<file path="src/rtl/posit_enc_arbiter.sv">
// Two-requester round-robin front end for a multi-cycle posit encoder.
// Owns the encoder command bus, guards each job with a timeout and returns one tagged result.
module posit_enc_arbiter #(
    parameter int TIMEOUT = 64,
    parameter int CNT_W   = 7
) (
    input  logic        clk,
    input  logic        rst,

    input  logic        req0_valid,
    output logic        req0_ready,
    input  logic        req0_sign,
    input  logic [5:0]  req0_k,
    input  logic [2:0]  req0_exp,
    input  logic [31:0] req0_mant,

    input  logic        req1_valid,
    output logic        req1_ready,
    input  logic        req1_sign,
    input  logic [5:0]  req1_k,
    input  logic [2:0]  req1_exp,
    input  logic [31:0] req1_mant,

    output logic        rsp_valid,
    input  logic        rsp_ready,
    output logic [31:0] rsp_data,
    output logic        rsp_id,
    output logic        rsp_err,

    output logic        enc_start,
    output logic        enc_sign,
    output logic [5:0]  enc_k,
    output logic [2:0]  enc_exp,
    output logic [31:0] enc_mant,
    output logic        enc_rst_n,
    input  logic        enc_done,
    input  logic [31:0] enc_p,

    output logic        busy
);

    typedef enum logic [1:0] {
        IDLE,
        ISSUE,
        WAIT,
        RESP
    } state_t;

    localparam logic [CNT_W-1:0] CNT_LAST = CNT_W'(TIMEOUT - 1);
    localparam logic [CNT_W-1:0] CNT_ONE  = CNT_W'(1);

    state_t           state;
    logic             rr_ptr;
    logic             owner;
    logic [CNT_W-1:0] cnt;
    logic             grant0;
    logic             grant1;

    // rr_ptr names the requester that wins when both are valid at once
    assign grant0     = req0_valid && (!req1_valid || !rr_ptr);
    assign grant1     = req1_valid && (!req0_valid ||  rr_ptr);
    assign req0_ready = (state == IDLE) && grant0;
    assign req1_ready = (state == IDLE) && grant1;
    assign busy       = (state != IDLE);

    always_ff @(posedge clk) begin
        if (!rst) begin
            state     <= IDLE;
            rr_ptr    <= 1'b0;
            owner     <= 1'b0;
            cnt       <= '0;
            rsp_valid <= 1'b0;
            rsp_data  <= '0;
            rsp_id    <= 1'b0;
            rsp_err   <= 1'b0;
            enc_start <= 1'b0;
            enc_sign  <= 1'b0;
            enc_k     <= '0;
            enc_exp   <= '0;
            enc_mant  <= '0;
            enc_rst_n <= 1'b0;
        end else begin
            enc_start <= 1'b0;
            enc_rst_n <= 1'b1;
            case (state)
                IDLE: begin
                    if (grant0 || grant1) begin
                        owner     <= grant1;
                        rr_ptr    <= !grant1;
                        enc_sign  <= grant1 ? req1_sign : req0_sign;
                        enc_k     <= grant1 ? req1_k    : req0_k;
                        enc_exp   <= grant1 ? req1_exp  : req0_exp;
                        enc_mant  <= grant1 ? req1_mant : req0_mant;
                        enc_start <= 1'b1;
                        state     <= ISSUE;
                    end
                end
                ISSUE: begin
                    cnt   <= '0;
                    state <= WAIT;
                end
                WAIT: begin
                    // A completion on the final timeout cycle still counts as success
                    if (enc_done) begin
                        rsp_data  <= enc_p;
                        rsp_err   <= 1'b0;
                        rsp_id    <= owner;
                        rsp_valid <= 1'b1;
                        enc_sign  <= 1'b0;
                        enc_k     <= '0;
                        enc_exp   <= '0;
                        enc_mant  <= '0;
                        state     <= RESP;
                    end else if (cnt == CNT_LAST) begin
                        rsp_data  <= '0;
                        rsp_err   <= 1'b1;
                        rsp_id    <= owner;
                        rsp_valid <= 1'b1;
                        enc_rst_n <= 1'b0;
                        enc_sign  <= 1'b0;
                        enc_k     <= '0;
                        enc_exp   <= '0;
                        enc_mant  <= '0;
                        state     <= RESP;
                    end else begin
                        cnt <= cnt + CNT_ONE;
                    end
                end
                RESP: begin
                    if (rsp_ready) begin
                        rsp_valid <= 1'b0;
                        state     <= IDLE;
                    end
                end
                default: state <= IDLE;
            endcase
        end
    end

endmodule

</file>
<file path="config.mk">
export PLATFORM = sky130hd
export DESIGN_NAME = posit_enc_arbiter
export DESIGN_NICKNAME = d
export VERILOG_FILES = /design/src/rtl/posit_enc_arbiter.sv
export SDC_FILE = /design/constraint.sdc
export NUM_CORES = 1
export LEC_CHECK = 0
export BUFFER_PORTS_ARGS = -buffer_cell sky130_fd_sc_hd__buf_4
export CAP_MARGIN = 25
export CORE_ASPECT_RATIO = 1.4
export CORE_UTILIZATION = 48
export CTS_CLUSTER_SIZE = 8
export DETAILED_ROUTE_END_ITERATION = 16
export GPL_ROUTABILITY_DRIVEN = 0
export GPL_TIMING_DRIVEN = 1
export PLACE_DENSITY = 0.89
export SLEW_MARGIN = 0
export SYNTH_ARGS = -nofsm -noshare
export SYNTH_HDL_FRONTEND = slang
export SYNTH_SLANG_ARGS = --single-unit
export TNS_END_PERCENT = 10
</file>
<file path="constraint.sdc">
create_clock -name clk -period 3.2 [get_ports clk]
set_input_delay 0.48 -clock clk [delete_from_list [all_inputs] [get_ports clk]]
set_output_delay 0.48 -clock clk [all_outputs]
set_load 0.01 [all_outputs]
</file>
== Word level (Yosys, flattened, before mapping) ==
Cells that the tools add are included.

* Flip-flop bits (word level): 90
* Bits of input ports: 122
* Output and inout bits: 82
* Word-level logic and storage cells: 88

* Add/sub/neg operators: 1
* Equality and inequality tests: 9
* Muxes and demuxes: 40
* Reduce and logical (&&, ||, !) cells: 24

{| class="wikitable"
|+ Operators with widths
! cell !! count
|-
| two-way mux 32 bit || 5
|-
| one-hot mux 32 bit (2 select lines) || 1
|-
| two-way mux 6 bit || 4
|-
| two-way mux 1 bit || 14
|-
| two-way mux 7 bit || 2
|-
| one-hot mux 7 bit (2 select lines) || 1
|-
| two-way mux 3 bit || 4
|-
| one-hot mux 6 bit (2 select lines) || 1
|-
| AND reduction 3 bit || 4
|-
| nonzero test 2 bit || 5
|-
| two-way mux 2 bit || 4
|-
| one-hot mux 2 bit (4 select lines) || 1
|-
| adder 7 x 1 -> 7 bit, second input constant || 1
|-
| == test 7 x 6 -> 1 bit, second input constant || 1
|-
| inequality test 2 bit, second input constant || 3
|-
| one-hot mux 3 bit (2 select lines) || 1
|-
| AND reduction 2 bit || 3
|-
| == test 2 bit, second input constant || 2
|-
| logical AND 1 bit || 4
|-
| logical NOT 1 bit || 4
|-
| one-hot mux 1 bit (2 select lines) || 2
|-
| logical OR 1 bit || 3
|-
| inequality test 3 bit, second input constant || 1
|-
| == test 2 x 1 -> 1 bit, second input constant || 1
|-
| other kinds (2) || 2
|}

== Depth between registers and ports, before layout ==
Gate-level depths: netlist of the first run.

* Depth after elaboration: 6
* Gate-level depth with buffers: 8
* Depth with buffers taken out: 6

== Least setup slack after synthesis of the first run ==
OpenSTA, ideal clock, no wires.

* Path type: register to register
* Start point: register cnt[0]
* End point: register cnt[5]
* Arrival time: 1648 ps
* Data required time: 3080 ps
* Slack: 1432 ps
* Stages on the path, launching flop included: 7
* Path buffers: 1
* Period minus slack after synthesis: 1768 ps
* Cells stage by stage: dfxtp_1 > ha_1 > and3b_1 > a21o_1 > buf_6 > o311a_1 > o31a_1

* Cells in the longest elaborated chain, start to end: 4
* Elaborated cells between the ends (all ways): 7
* Classes of those cells: 1 x add/sub; 2 x eq/ne; 3 x mux; 1 x reduce/logical

{| class="wikitable"
|+ RTL lines
! what !! RTL line !! text
|-
| start: declaration || 55 || <nowiki>logic [CNT_W-1:0] cnt;</nowiki>
|-
| start signal: assignment || 126 || <nowiki>cnt <= cnt + CNT_ONE;</nowiki>
|-
| adder 7 x 1 -> 7 bit || 126 ||
|-
| two-way mux 7 bit || 114 || <nowiki>end else if (cnt == CNT_LAST) begin</nowiki>
|-
| two-way mux 7 bit || 104 || <nowiki>if (enc_done) begin</nowiki>
|-
| one-hot mux 7 bit (2 select lines) || 85 || <nowiki>case (state)</nowiki>
|}

Several ways; a longest one is shown, not always the timed one. The select of a mux whose other input is x is not followed.
A chain may end at the register's enable or synchronous reset.

== Worst setup path after layout of the first run ==
* Start point: register state[0]
* End point: register cnt[3]

* Cells in the longest elaborated chain, start to end: 3
* Elaborated cells between the ends (all ways): 7
* Classes of those cells: 4 x eq/ne; 1 x mux; 2 x reduce/logical

{| class="wikitable"
|+ RTL lines
! what !! RTL line !! text
|-
| start: declaration || 52 || <nowiki>state_t state;</nowiki>
|-
| start signal: assignment || 68 || <nowiki>state <= IDLE;</nowiki>
|-
| start signal: assignment || 95 || <nowiki>state <= ISSUE;</nowiki>
|-
| start signal: assignment || 100 || <nowiki>state <= WAIT;</nowiki>
|-
| == test 2 bit / == test 2 x 1 -> 1 bit (equally long branches) || 85 ||
|-
| inequality test 2 bit (no line) / nonzero test 2 bit (equally long branches) || -- ||
|-
| AND reduction 3 bit (no line) || -- ||
|}

Several ways; a longest one is shown, not always the timed one.

==> results.md, run 1 <==
- Post-route ant nets: 0
- Peak Freq: 0.4245 GHz
- Pwr/cell area: 725.4 nW/µm²
- Overflow left after global routing: 0
- Setup bufs post-CTS: 0
- Cell Int Power: 2.536 mW
- Initial antenna violation count: 0
- Post-synthesis sequential area ratio: 46.92%
- DIE AREA: 8367 µm²
- FFs w/ async S/R, synth: 0%
- CTS root buf: clkbuf_8
- Clk pwr share: 19.6%
- Critical Path RT: 3460 ps
- Sequential share of power: 38.7%
- Largest net degree at the start of global routing: 43
- Synth Area in XOR/XNOR: 0%
- # diodes: 0
- Clock skew: 14.13 ps
- Startpoint Class: flip-flop
- CTS max path bufs: 2
- Setup TNS Final: 0 ps
- Final Max Slew Viols: 0
- Period Utilization, post-route: 73.62%
- Total CTS buffers: 9
- Max-cap viol count: 0
- Drt pass-1 iters: 5
- Util after Layout: 72.41%
- Avg Vias per Cell: 5.719
- # IOs: 204
- Setup violators final: 0
- Worst IR Drop VDD: 431.1 µV
- Sw Ratio: 37.70%
- Largest family of logic cells by synthesized area: compound AO/OA/AOI/OAI gates
- Vias in the first global route: 3,567
- Core area: 7750 µm²
- Synth cell types: 37
- Setup repair after global routing missed its margin: false
- Cts hold-fix bufs: 0
- Placed Area: 5403 µm²
- Share of layout cells above drive strength 1: 41.58%
- Initial drt markers: 228
- DR DRC count: 0
- # port buffers: 203
- Top-count cell post-synth: dfxtp_1
- Total power: 4.071 mW
- Static leakage: 2.645 nW
- Post-synthesis mux area share: 11.47%
- Synth Area in Compound Gates: 29.20%
- Yosys warning count: 0
- Die W: 77.59 µm
- CTS tree: done
- Syn Nets: 497
- Switch Pwr: 1.535 mW
- Synth top area share: 46.92%
- Tightest Hold Check Type: in2reg
- # fillers: 589
- Logic pwr share: 41.7%
- Synth top cells by count: dfxtp_1, mux2i_1, o211ai_1, o31ai_1, a22o_1
- Simple-Gate Fraction of Synth Area: 5.213%
- Critical Path AT: 2610 ps
- Post-detail-place hpwl: 8077 µm
- Global-route wire length before repair: 16,960 µm
- Cts repair resizes: 0
- Initial core utilization: 49.55%
- WL/cell: 16.79 µm
- EDFF count, synth: 0
- Yosys reg bits: 90
- Ys flop type: dfxtp_1
- Layout area overhead: 46.14%
- Fin nets: 680
- Fin. Hold Viols: 0
- Top post-synthesis cells by area: dfxtp_1, mux2i_1, o211ai_1
- WL final: 11,050 µm
- Worst-path fanout max: 24
- CTS HTree Levels: 3
- Status: completed
- Later-pin clock latency in the skew report: 360 ps
- Rows: 38
- CTS clock-pin slew for the worst setup and hold paths: 90 ps
- Synth Instances: 370
- Worst setup EP type: flip-flop
- Hold Slack: 329.3 ps
- Post-Synth Adder-Cell Area: 1.629%
- Avg Synthesized Cell Area: 10.38 µm²
- Syn Std Cell Area: 3840 µm²
- Design area: 5612 µm²
- Worst slew pin tran: 863.4 ps
- Period minus WS final: 2356 ps
- Biggest area consumer among synthesized cells: dfxtp_1
- Gr usage total: 25.87%
- DR vias: 3,763
- Slew margin rel.: 42.44%
- Die height: 107.8 µm
- Crit Path Class: reg2reg
- Clock Sink Count: 90
[power by group through the flow]
stage               logic, mW  registers (mW)  clock network (mW)
floorplan               0.882            1.68                   0
global placement         1.64            1.58                   0
detailed placement       1.71            1.59                   0
CTS                      1.71            1.57               0.809
global route             1.83            1.60               0.858
finish                   1.70            1.58               0.799
[routing by layer]
metal | share of wire, % | wire [µm] | vias up | global-route usage [%]
li1 | - | - | 1790 | -
met1 | 37 | 4091 | 1782 | 27.00
met4 | 1.7 | 185 | 0 | 9.838
met2 | 55 | 6048 | 174 | 49.12
met3 | 6.6 | 725 | 17 | 6.271
met5 | 0 | 0 | - | 0
[registers in the layout (all words and copies together) (netlist names), 2 cells and up]
signal    count
enc_exp       3
cnt           7
state         2
enc_mant     32
enc_k         6
rsp_data     32
[final cells by class]
| type | instances | area [µm²] | area share (%) |
|---|---|---|---|
| clock buffers | 10 | 137.6 | 2.453 |
| clock inverters | 6 | 71.32 | 1.271 |
| inverters | 9 | 33.78 | 0.6020 |
| multi-input cells | 233 | 1853 | 33.02 |
| flip-flops and latches | 90 | 1802 | 32.11 |
| well taps | 100 | 125.1 | 2.230 |
| repair buffers | 210 | 1589 | 28.32 |
[metrics by stage]
| step | instances | worst slack [ps] |
|---|---|---|
| after floorplan | 370 | 1432 |
| after global placement | 642 | 1093 |
| after detailed placement | 642 | 945.0 |
| after CTS | 658 | 910.4 |
| after global routing | 658 | 700.5 |
| final | 658 | 844.0 |
[critical path, cell delays in order (launching register included)]
cell and delay [ps]:
dfxtp_1 350, inv_1 90, ha_1 520, nand2b_1 220, a21oi_4 590, a41oi_1 210, a311oi_1 280
[layout by cell type, fill, tap and decap left out, types with 2 or more instances in the layout]
cell and count:
a21oi_1 10, a41o_1 2, nand3_1 7, a22o_1 32
o21ai_0 2, buf_4 209, o31ai_1 43, nor2_1 2
ha_1 5, a211oi_1 2, a311oi_1 2, nand2b_1 6
inv_6 2, and3_1 3, o21ai_4 2, nor3_1 2
mux2i_1 44, dfxtp_1 90, clkbuf_8 10, nand2_1 11
o211ai_1 43, inv_1 8, clkinvlp_4 2, a21o_1 2
[path summary, 6_finish.rpt]
kind / startpoint / end / slack (ps) / cells after the start
setup / recovery: state[0]$_SDFFE_PN0P_ / cnt[3]$_SDFFE_PN0P_ / 840 / 6
hold / removal: enc_p[1] / rsp_data[1]$_SDFFE_PN0P_ / 330 / 2
setup reg to reg: state[0]$_SDFFE_PN0P_ / cnt[3]$_SDFFE_PN0P_ / 840 / 6
hold reg to reg: cnt[6]$_SDFFE_PN0P_ / cnt[6]$_SDFFE_PN0P_ / 490 / 2
[kinds of logic after synthesis]
group	after synthesis
AOI/OAI and AO/OA	146
muxes	44
DFF	90
buffers and inverters	47
and+or+nand+nor	38
adders and majority gates	5
No activity file was read; power rests on OpenSTA's default activity.
==> run 2, diff against run 1 <==
- CORE_UTILIZATION: 48 -> 45
- PLACE_DENSITY: 0.89 -> 0.84
- clock period: 3.2 -> 2.2 ns (I/O delays scaled with it)
==> results.md, run 2 (synthesis gave the netlist of run 1 again) <==
- Pwr/cell area: 1087 nW/µm²
- Static leakage: 2.706 nW
- Cts hold-fix bufs: 0
- CP max stage delay: 340 ps
- CTS root buf: clkbuf_16
- Fin. Hold Viols: 0
- WL/cell: 16.61 µm
- Global-route wire length before repair: 17,550 µm
- Die W: 80.07 µm
- Die height: 111.3 µm
- Initial antenna violation count: 0
- Reg2Reg Depth: 6
- R2R Setup Slk: 240 ps
- Placed Area: 5448 µm²
- # fillers: 613
- DP Worst Slack: 158.7 ps
- Hold Slack: 200.5 ps
- Period Utilization, post-route: 89.39%
- Crit Path Class: reg2out
- Clock skew: 13.21 ps
- Critical Path RT: 1870 ps
- Total power: 6.252 mW
- Biggest regs: enc_mant: 32 flops, rsp_data: 32 flops, cnt: 7 flops
- Total CTS buffers: 9
- Startpoint Class: flip-flop
- Initial drt markers: 256
- Peak Freq: 0.5085 GHz
- CTS max path bufs: 2
- WL final: 11,050 µm
- Worst-path fanout max: 5
- Clock Sink Count: 90
- CTS tree: done
- Bufs and invs on worst path: 4
- DIE AREA: 8912 µm²
- Vias in the first global route: 3,704
- Cts repair resizes: 0
- Rows: 39
- Reg2reg start: cnt[0]$_SDFFE_PN0P_
- Setup repair after global routing missed its margin: false
- # diodes: 0
- Setup violators final: 0
- Cell Int Power: 3.954 mW
- DR DRC count: 0
- Worst IR Drop VDD: 748.4 µV
- Reg area: 1802 µm²
- Max-cap viol count: 0
- Logic pwr share: 40.9%
- Cell family with most CP delay: buffers and inverters
- DR vias: 3,675
- Fin nets: 685
- # IOs: 204
- Final worst slack: 233.3 ps
- Tightest Hold Check Type: in2reg
- Setup TNS Final: 0 ps
- Sequential share of power: 36.4%
- Post-route ant nets: 0
- Overflow left after global routing: 0
- Multi-input gate area: 1854 µm²
- Clk pwr share: 22.7%
- CTS HTree Levels: 3
- Avg Vias per Cell: 5.526
- Later-pin clock latency in the skew report: 340 ps
- Period minus WS final: 1967 ps
- Initial core utilization: 46.84%
- Setup bufs post-CTS: 0
- Worst slew pin tran: 569.7 ps
- Worst setup EP type: output port
- Hold Path Sink: rsp_data[18]$_SDFFE_PN0P_
- Slew margin rel.: 62.02%
- Status: completed
- Largest net degree at the start of global routing: 56
- Critical Path AT: 1640 ps
- Core area: 8198 µm²
- Critical path, cell by cell: inv_1, ha_1, buf_4, inv_1, a211oi_1, buf_4
- Most frequent cells in the layout: buf_4, dfxtp_1, mux2i_1, o211ai_1, o31ai_1
- Worst path slowest cell: dfxtp_1
- Reg-to-Reg End: enc_k[3]$_SDFFE_PN0P_
- Design area: 5752 µm²
- Hold Crit Start: enc_p[18]
- Sw Ratio: 36.76%
- Final Max Slew Viols: 0
- # port buffers: 203
- Post-detail-place hpwl: 7916 µm
- Gr usage total: 25.03%
- Share of layout cells above drive strength 1: 42.10%
- CTS clock-pin slew for the worst setup and hold paths: 70 ps
- Hold Path Depth: 2
- Switch Pwr: 2.299 mW
- Drt pass-1 iters: 4
- Commonest non-fill, non-tap cell in the layout: buf_4
- Layout area overhead: 49.79%
[run 2: power groups by stage]
| stage | sequential [mW] | clock, mW | combinational, mW |
|---|---|---|---|
| global route | 2.32 | 1.51 | 2.77 |
| CTS | 2.27 | 1.45 | 2.57 |
| global placement | 2.28 | 0 | 2.49 |
| finish | 2.28 | 1.42 | 2.56 |
| detailed placement | 2.30 | 0 | 2.55 |
| floorplan | 2.44 | 0 | 1.28 |
[run 2: worst max-delay path by stage]
stage	slack, ps	end	cells past startpoint	startpoint
2_1_floorplan	430	cnt[5]$_SDFFE_PN0P_	6	cnt[0]$_SDFFE_PN0P_
3_3_place_gp	320	enc_mant[25]$_SDFFE_PN0P_	6	cnt[0]$_SDFFE_PN0P_
3_5_place_dp	160	enc_mant[18]$_SDFFE_PN0P_	6	cnt[0]$_SDFFE_PN0P_
4_1_cts	150	enc_k[3]$_SDFFE_PN0P_	6	cnt[0]$_SDFFE_PN0P_
5_1_grt	60	enc_mant[15]$_SDFFE_PN0P_	6	cnt[0]$_SDFFE_PN0P_
6_report	230	req0_ready	6	state[0]$_SDFFE_PN0P_
[run 2: metrics by stage]
stage | util [%] | std cells
finish | 70.16 | 665
global route | 70.16 | 665
global placement | 66.45 | 648
CTS | 69.84 | 664
floorplan | - | 370
detailed placement | 66.45 | 648
[run 2: layout make-up]
cell class | count | share of cell area, %
timing repair buffer | 215 | 28.80
clock buffer | 10 | 3.981
multi-input combinational | 233 | 32.24
clock inverter | 6 | 0.8484
inverter | 9 | 0.5873
sequential | 90 | 31.32
tap | 102 | 2.219
[run 2: worst register-to-register path, stage by stage (launching register included)]
cell      delay (ps)
dfxtp_1          390
ha_1             260
and3b_1          280
a21o_2           270
nand2b_1          80
buf_4            270
o31ai_1          330
[run 2: layer usage]
layer | global-route usage (%) | wire, µm
met1 | 28.02 | 4107
met5 | 0 | 0
met3 | 6.420 | 805
met2 | 44.27 | 5908
met4 | 9.881 | 225
